<file path="config.mk">
export PLATFORM = sky130hd
export DESIGN_NAME = ccff_shadow_mem_flat
export DESIGN_NICKNAME = d
export VERILOG_FILES = /design/src/rtl/ccff_pkg.sv /design/src/rtl/ccff_shadow_mem_if.sv /design/src/rtl/ccff_frame_ctrl.sv /design/src/rtl/ccff_shadow_mem.sv /design/src/flat_wrapper.sv
export SDC_FILE = /design/constraint.sdc
export NUM_CORES = 1
export LEC_CHECK = 0
export ABC_AREA = 1
export ABC_CLOCK_PERIOD_IN_PS = 1760
export BUFFER_PORTS_ARGS = -buffer_cell sky130_fd_sc_hd__buf_2
export CELL_PAD_IN_SITES_DETAIL_PLACEMENT = 0
export CELL_PAD_IN_SITES_GLOBAL_PLACEMENT = 1
export CORE_UTILIZATION = 42
export DETAILED_ROUTE_END_ITERATION = 8
export HOLD_SLACK_MARGIN = 0.15
export PLACE_DENSITY = 0.89
export SLEW_MARGIN = 20
export SYNTH_ARGS = -nofsm -noshare
export SYNTH_HDL_FRONTEND = slang
export SYNTH_SLANG_ARGS = --single-unit
</file>
<file path="constraint.sdc">
create_clock -name prog_clk -period 1.76 [get_ports prog_clk]
set_input_delay 0 -clock prog_clk [delete_from_list [all_inputs] [get_ports prog_clk]]
set_output_delay 0 -clock prog_clk [all_outputs]
set_load 0.02 [all_outputs]
</file>
<file path="src/rtl/ccff_pkg.sv">
// Shared types and limits for the eFPGA configuration-chain memory.
package ccff_pkg;

  typedef enum logic [1:0] {
    IDLE    = 2'd0,
    LOADING = 2'd1,
    FULL    = 2'd2
  } ccff_state_t;

  localparam int CCFF_MAX_WIDTH = 256;

endpackage

</file>
<file path="src/rtl/ccff_shadow_mem_if.sv">
// Bundle of the configuration-chain signals for one ccff_shadow_mem instance.
interface ccff_shadow_mem_if #(
  parameter int WIDTH = 17
);
  import ccff_pkg::*;

  // No valid/ready pair: shift_en and commit are single-cycle strobes sampled on
  // every rising prog_clk edge; the memory never stalls, so there is no back-pressure.
  logic             ccff_head;
  logic             shift_en;
  logic             readback;
  logic             commit;
  logic             ccff_tail;
  logic [WIDTH-1:0] mem_out;
  logic [WIDTH-1:0] mem_outb;
  logic             frame_done;
  logic             cfg_err;
  ccff_state_t      dbg_state;

  modport master (
    output ccff_head, shift_en, readback, commit,
    input  ccff_tail, mem_out, mem_outb, frame_done, cfg_err, dbg_state
  );

  modport slave (
    input  ccff_head, shift_en, readback, commit,
    output ccff_tail, mem_out, mem_outb, frame_done, cfg_err, dbg_state
  );

endinterface

</file>
<file path="src/rtl/ccff_frame_ctrl.sv">
// Frame bookkeeping: bit counter, IDLE/LOADING/FULL FSM, done and sticky error flags,
// plus the strobes that gate the shadow shift and the shadow-to-active copy.
module ccff_frame_ctrl
  import ccff_pkg::*;
#(
  parameter int WIDTH = 17,
  parameter int CNT_W = $clog2(WIDTH + 1)
) (
  input  logic        prog_clk,
  input  logic        pReset,
  input  logic        i_shift_en,
  input  logic        i_readback,
  input  logic        i_commit,
  output logic        o_shift_ok,
  output logic        o_commit_ok,
  output logic        o_frame_done,
  output logic        o_cfg_err,
  output ccff_state_t o_state
);

  ccff_state_t      r_state;
  logic [CNT_W-1:0] r_count;
  logic             r_frame_done;
  logic             r_cfg_err;

  // Readback while half-loaded would scramble the frame, so that shift is suppressed.
  assign o_shift_ok   = i_shift_en & ~((r_state == LOADING) & i_readback);
  assign o_commit_ok  = i_commit & ~i_shift_en & (r_state == FULL);
  assign o_frame_done = r_frame_done;
  assign o_cfg_err    = r_cfg_err;
  assign o_state      = r_state;

  always_ff @(posedge prog_clk or negedge pReset) begin
    if (!pReset) begin
      r_state      <= IDLE;
      r_count      <= '0;
      r_frame_done <= 1'b0;
      r_cfg_err    <= 1'b0;
    end else if (i_shift_en) begin
      if (i_commit) r_cfg_err <= 1'b1;
      case (r_state)
        IDLE: begin
          if (!i_readback) begin
            r_count <= CNT_W'(1);
            if (WIDTH == 1) begin
              r_state      <= FULL;
              r_frame_done <= 1'b1;
            end else begin
              r_state <= LOADING;
            end
          end
        end
        LOADING: begin
          if (i_readback) begin
            r_cfg_err <= 1'b1;
          end else begin
            r_count <= r_count + CNT_W'(1);
            if (r_count == CNT_W'(WIDTH - 1)) begin
              r_state      <= FULL;
              r_frame_done <= 1'b1;
            end
          end
        end
        FULL: begin
          // Overflow: count saturates, the shift itself still happens for the cascade.
          if (!i_readback) r_cfg_err <= 1'b1;
        end
        default: begin
          r_state      <= IDLE;
          r_count      <= '0;
          r_frame_done <= 1'b0;
        end
      endcase
    end else if (i_commit) begin
      if (r_state == FULL) begin
        r_state      <= IDLE;
        r_count      <= '0;
        r_frame_done <= 1'b0;
      end else begin
        r_cfg_err <= 1'b1;
      end
    end
  end

endmodule

</file>
<file path="src/rtl/ccff_shadow_mem.sv">
// Double-buffered configuration chain: serial shadow register feeding a parallel
// active register that drives the routing/LUT fabric.
module ccff_shadow_mem
  import ccff_pkg::*;
#(
  parameter int WIDTH = 17,
  parameter int CNT_W = $clog2(WIDTH + 1)
) (
  input logic               prog_clk,
  input logic               pReset,
  ccff_shadow_mem_if.slave  bus
);

  if (WIDTH < 1 || WIDTH > CCFF_MAX_WIDTH) begin : g_bad_width
    $error("ccff_shadow_mem: WIDTH out of range");
  end

  logic [WIDTH-1:0] r_shadow;
  logic [WIDTH-1:0] r_active;
  logic [WIDTH-1:0] r_active_b;
  logic             w_shift_ok;
  logic             w_commit_ok;
  logic             w_shift_in;
  logic             w_frame_done;
  logic             w_cfg_err;
  ccff_state_t      w_state;

  ccff_frame_ctrl #(
    .WIDTH (WIDTH),
    .CNT_W (CNT_W)
  ) u_frame_ctrl (
    .prog_clk     (prog_clk),
    .pReset       (pReset),
    .i_shift_en   (bus.shift_en),
    .i_readback   (bus.readback),
    .i_commit     (bus.commit),
    .o_shift_ok   (w_shift_ok),
    .o_commit_ok  (w_commit_ok),
    .o_frame_done (w_frame_done),
    .o_cfg_err    (w_cfg_err),
    .o_state      (w_state)
  );

  // Readback recirculates the tail so WIDTH rotations restore the shadow intact.
  assign w_shift_in = bus.readback ? r_shadow[WIDTH-1] : bus.ccff_head;

  always_ff @(posedge prog_clk or negedge pReset) begin
    if (!pReset) begin
      r_shadow <= '0;
    end else if (w_shift_ok) begin
      for (int i = WIDTH - 1; i > 0; i--) begin
        r_shadow[i] <= r_shadow[i-1];
      end
      r_shadow[0] <= w_shift_in;
    end
  end

  // Complement kept as its own register so mem_outb is a pure register tap.
  always_ff @(posedge prog_clk or negedge pReset) begin
    if (!pReset) begin
      r_active   <= '0;
      r_active_b <= '1;
    end else if (w_commit_ok) begin
      r_active   <= r_shadow;
      r_active_b <= ~r_shadow;
    end
  end

  assign bus.ccff_tail  = r_shadow[WIDTH-1];
  assign bus.mem_out    = r_active;
  assign bus.mem_outb   = r_active_b;
  assign bus.frame_done = w_frame_done;
  assign bus.cfg_err    = w_cfg_err;
  assign bus.dbg_state  = w_state;

endmodule

</file>
<file path="src/flat_wrapper.sv">
// flat-port wrapper written by rule: the top's interface ports become plain ports
module ccff_shadow_mem_flat import ccff_pkg::*;
#(
  parameter int WIDTH = 17,
  parameter int CNT_W = $clog2(WIDTH + 1)
)
  (prog_clk, pReset, bus_ccff_head, bus_shift_en, bus_readback, bus_commit, bus_ccff_tail, bus_mem_out, bus_mem_outb, bus_frame_done, bus_cfg_err, bus_dbg_state);
  ccff_shadow_mem_if #(.WIDTH(WIDTH)) bus_i ();
  input logic prog_clk;
  input logic pReset;
  input wire logic [$bits(bus_i.ccff_head)-1:0] bus_ccff_head;
  input wire logic [$bits(bus_i.shift_en)-1:0] bus_shift_en;
  input wire logic [$bits(bus_i.readback)-1:0] bus_readback;
  input wire logic [$bits(bus_i.commit)-1:0] bus_commit;
  output wire logic [$bits(bus_i.ccff_tail)-1:0] bus_ccff_tail;
  output wire logic [$bits(bus_i.mem_out)-1:0] bus_mem_out;
  output wire logic [$bits(bus_i.mem_outb)-1:0] bus_mem_outb;
  output wire logic [$bits(bus_i.frame_done)-1:0] bus_frame_done;
  output wire logic [$bits(bus_i.cfg_err)-1:0] bus_cfg_err;
  output wire logic [$bits(bus_i.dbg_state)-1:0] bus_dbg_state;
  assign bus_i.ccff_head = bus_ccff_head;
  assign bus_i.shift_en = bus_shift_en;
  assign bus_i.readback = bus_readback;
  assign bus_i.commit = bus_commit;
  assign bus_ccff_tail = bus_i.ccff_tail;
  assign bus_mem_out = bus_i.mem_out;
  assign bus_mem_outb = bus_i.mem_outb;
  assign bus_frame_done = bus_i.frame_done;
  assign bus_cfg_err = bus_i.cfg_err;
  assign bus_dbg_state = bus_i.dbg_state;
  ccff_shadow_mem #(.WIDTH(WIDTH), .CNT_W(CNT_W)) u_core (.prog_clk(prog_clk), .pReset(pReset), .bus(bus_i));
endmodule
</file>
==> impl_results.md <==
- Status: complete, no violations
- Filler Cells Inserted: 571
- Hold Slack: 0.190 ns
- WL/cell: 11.6 um
- Commonest non-fill, non-tap cells in the layout: nand2_1 (115), buf_2 (44), dfrtp_1 (43), o21ai_0 (36), inv_1 (21)
- Fin crit share: 0.919
- Syn Area/Cell: 9.10 um2
- Worst slew margin: 0.626
- GRT Overall Usage: 0.168
- Placed Cells: 402
- # nets final: 357
- Worst-case clock buffer depth: 2
- Peak VDD IR: 790 uV
- 1st-iter DRT viols: 146
- Seq/Total Area, Yosys: 0.577
- Final setup margin: 0.143 ns
- Full die area: 6600 um2
- RSZ-0062 raised after global routing: false
- Crit Path Category: register to register
- Fmax: 618 MHz
- Congestion Overflow GR: 0
- H-tree levels: 3
- Max Transition Viols Final: 0
- Post-synth cell types: 24
- Primary FF master, synth: dfrtp_1
- First-pass GRT wire length: 8290 um
- Yosys warns: 0
- WP data arrival: 1.84 ns
- Dpl hpwl: 3300 um
- Placeable Area: 5990 um2
- Largest net degree at the start of global routing: 39
- Final core occ: 0.529
- Cells after Synth: 290
- Endpoints failing hold: 0
- Initial antenna violation count: 0
- DR vias: 1956
- Syn_nets: 304
- DRT antenna net count: 0
- TNS Setup: 0 ns
- Die width: 81.3 um
- Data required, critical path: 1.98 ns
- Postcts setup bufs: 0
- Startpoint Class: register
- WL final: 4890 um
- Crit path max fanout: 7
- Worst-Skew Late Latency: 0.33 ns
- Post-Layout Cell Count: 423
- Crit path capture type: register
- I/O Buffers: 44
- Worst r2r path cells: 9
- GPL Wtd Cong: 0.818
- DRC viols: 0
- CTS tree: built
- Number of synthesized flops with an enable pin: 0
- Number of global-route vias before repair: 1822
- Skew final: 0.00846 ns
- Die Y-Extent: 81.3 um
- P&R area growth vs syn: 20.1%
- # diodes: 0
- Io pins: 45
- Clk slew on worst S/H paths: 0.07 ns
- Most common cell after layout, fill and taps aside: nand2_1
- Power, Total: 5.40 mW
- Synthesized cell area: 2640 um2
- Ratio of cells with drive above 1 in the final layout: 0.267
- CTS root buf: clkbuf_8
- DP Worst Slack: 0.0831 ns
- Pwr dens: 1710 nW/um2
- Leakage power: 1.69 nW
- Max-Cap Viols: 0
- Synth Register Bits: 60
- Worst slew pin tran: 0.561 ns
- Setup violations, final: 0
- Hold Path Class: input port to asynchronous set/reset pin
- Post-DP Area: 2940 um2
- # rows: 28
- Post-DR vias/cell: 4.62
- Synth async-reset ratio: 1.00
- Final Critical Period: 1.62 ns
- Final Cell Area: 3170 um2
- Initial core utilization: 0.440
- First drt pass iteration count: 4
- CTS Buf Count: 9
- Clock sink count: 60
-- worst paths after layout --
check / startpoint / to / slack [ns]
setup / recovery: u_core.u_frame_ctrl.o_state[0] / u_core.u_frame_ctrl.r_count[2] / 0.14
hold reg to reg: u_core.r_shadow[11] / u_core.bus.mem_outb[11] / 0.42
hold / removal: pReset / u_core.bus.mem_out[8] / 0.19
max in group asynchronous: pReset / u_core.bus.mem_outb[2] / 0.91
min in group prog_clk: u_core.r_shadow[11] / u_core.bus.mem_outb[11] / 0.42
setup reg to reg: u_core.u_frame_ctrl.o_state[0] / u_core.u_frame_ctrl.r_count[2] / 0.14
-- synthesized netlist by cell type (2+ instances only) --
| cell | instances | area (um2) |
|---|---|---|
| nand2_1 | 115 | 432 |
| dfrtp_1 | 43 | 1080 |
| o21ai_0 | 36 | 180 |
| inv_1 | 21 | 78.8 |
| dfstp_2 | 17 | 447 |
| nand3_1 | 13 | 65.1 |
| ha_1 | 8 | 100 |
| buf_2 | 6 | 30.0 |
| nor2_1 | 6 | 22.5 |
| nand4_1 | 5 | 31.3 |
| buf_6 | 3 | 33.8 |
| clkbuf_1 | 2 | 7.51 |
| inv_2 | 2 | 7.51 |
| nand2_4 | 2 | 22.5 |
| o21ai_2 | 2 | 17.5 |
-- kinds of logic after synthesis --
group                    after synthesis  share of synthesized area
AND/OR/NAND/NOR                      144                      0.234
flip-flops                            60                      0.577
AO/OA/AOI/OAI                         40                     0.0806
buffers and inverters                 37                     0.0673
adder cells (fa/ha/maj)                8                     0.0379
XOR/XNOR                               1                    0.00332
-- final cells by class --
type	instances	area (um2)	share of cell area
Clock inverter	4	23.8	0.00750
Tap cell	75	93.8	0.0296
Inverter	26	106	0.0336
Timing Repair Buffer	53	325	0.103
Clock buffer	12	155	0.0490
Sequential cell	60	1520	0.481
Multi-Input combinational cell	193	941	0.297
-- worst max-delay path, stage by stage (launching register included) --
cell,delay (ns)
dfrtp_1,0.41
inv_1,0.09
ha_2,0.24
inv_1,0.08
ha_1,0.29
nand2_2,0.09
nor2_8,0.14
inv_4,0.05
nand2_1,0.06
o21ai_2,0.05
-- timing repair --
item                       CTS  global route
resized for setup            0             1
setup endpoints to repair    0             6
hold endpoints to repair    55             0
hold buffers                 5             0
-- state kept, by name, indices dropped and copies added (netlist names) --
name	count
u_core.u_frame_ctrl.o_cfg_err	1
u_core.u_frame_ctrl.o_frame_done	1
u_core.bus.mem_outb	17
u_core.bus.mem_out	17
u_core.u_frame_ctrl.r_count	5
u_core.u_frame_ctrl.o_state	2
u_core.r_shadow	17
-- layer usage --
layer | track usage | routed length (um)
met1 | 0.221 | 2410
met2 | 0.254 | 2230
met3 | 0.0551 | 186
met4 | 0.0643 | 72
met5 | 0 | 0
-- report_power, final --
group / switching, mW / internal [mW] / total, mW
clock: 0.533 / 0.583 / 1.12
sequential: 0.360 / 2.06 / 2.42
combinational: 1.22 / 0.655 / 1.87
total: 2.11 / 3.29 / 5.40
Note: power is estimated with default switching activity, not from simulation.
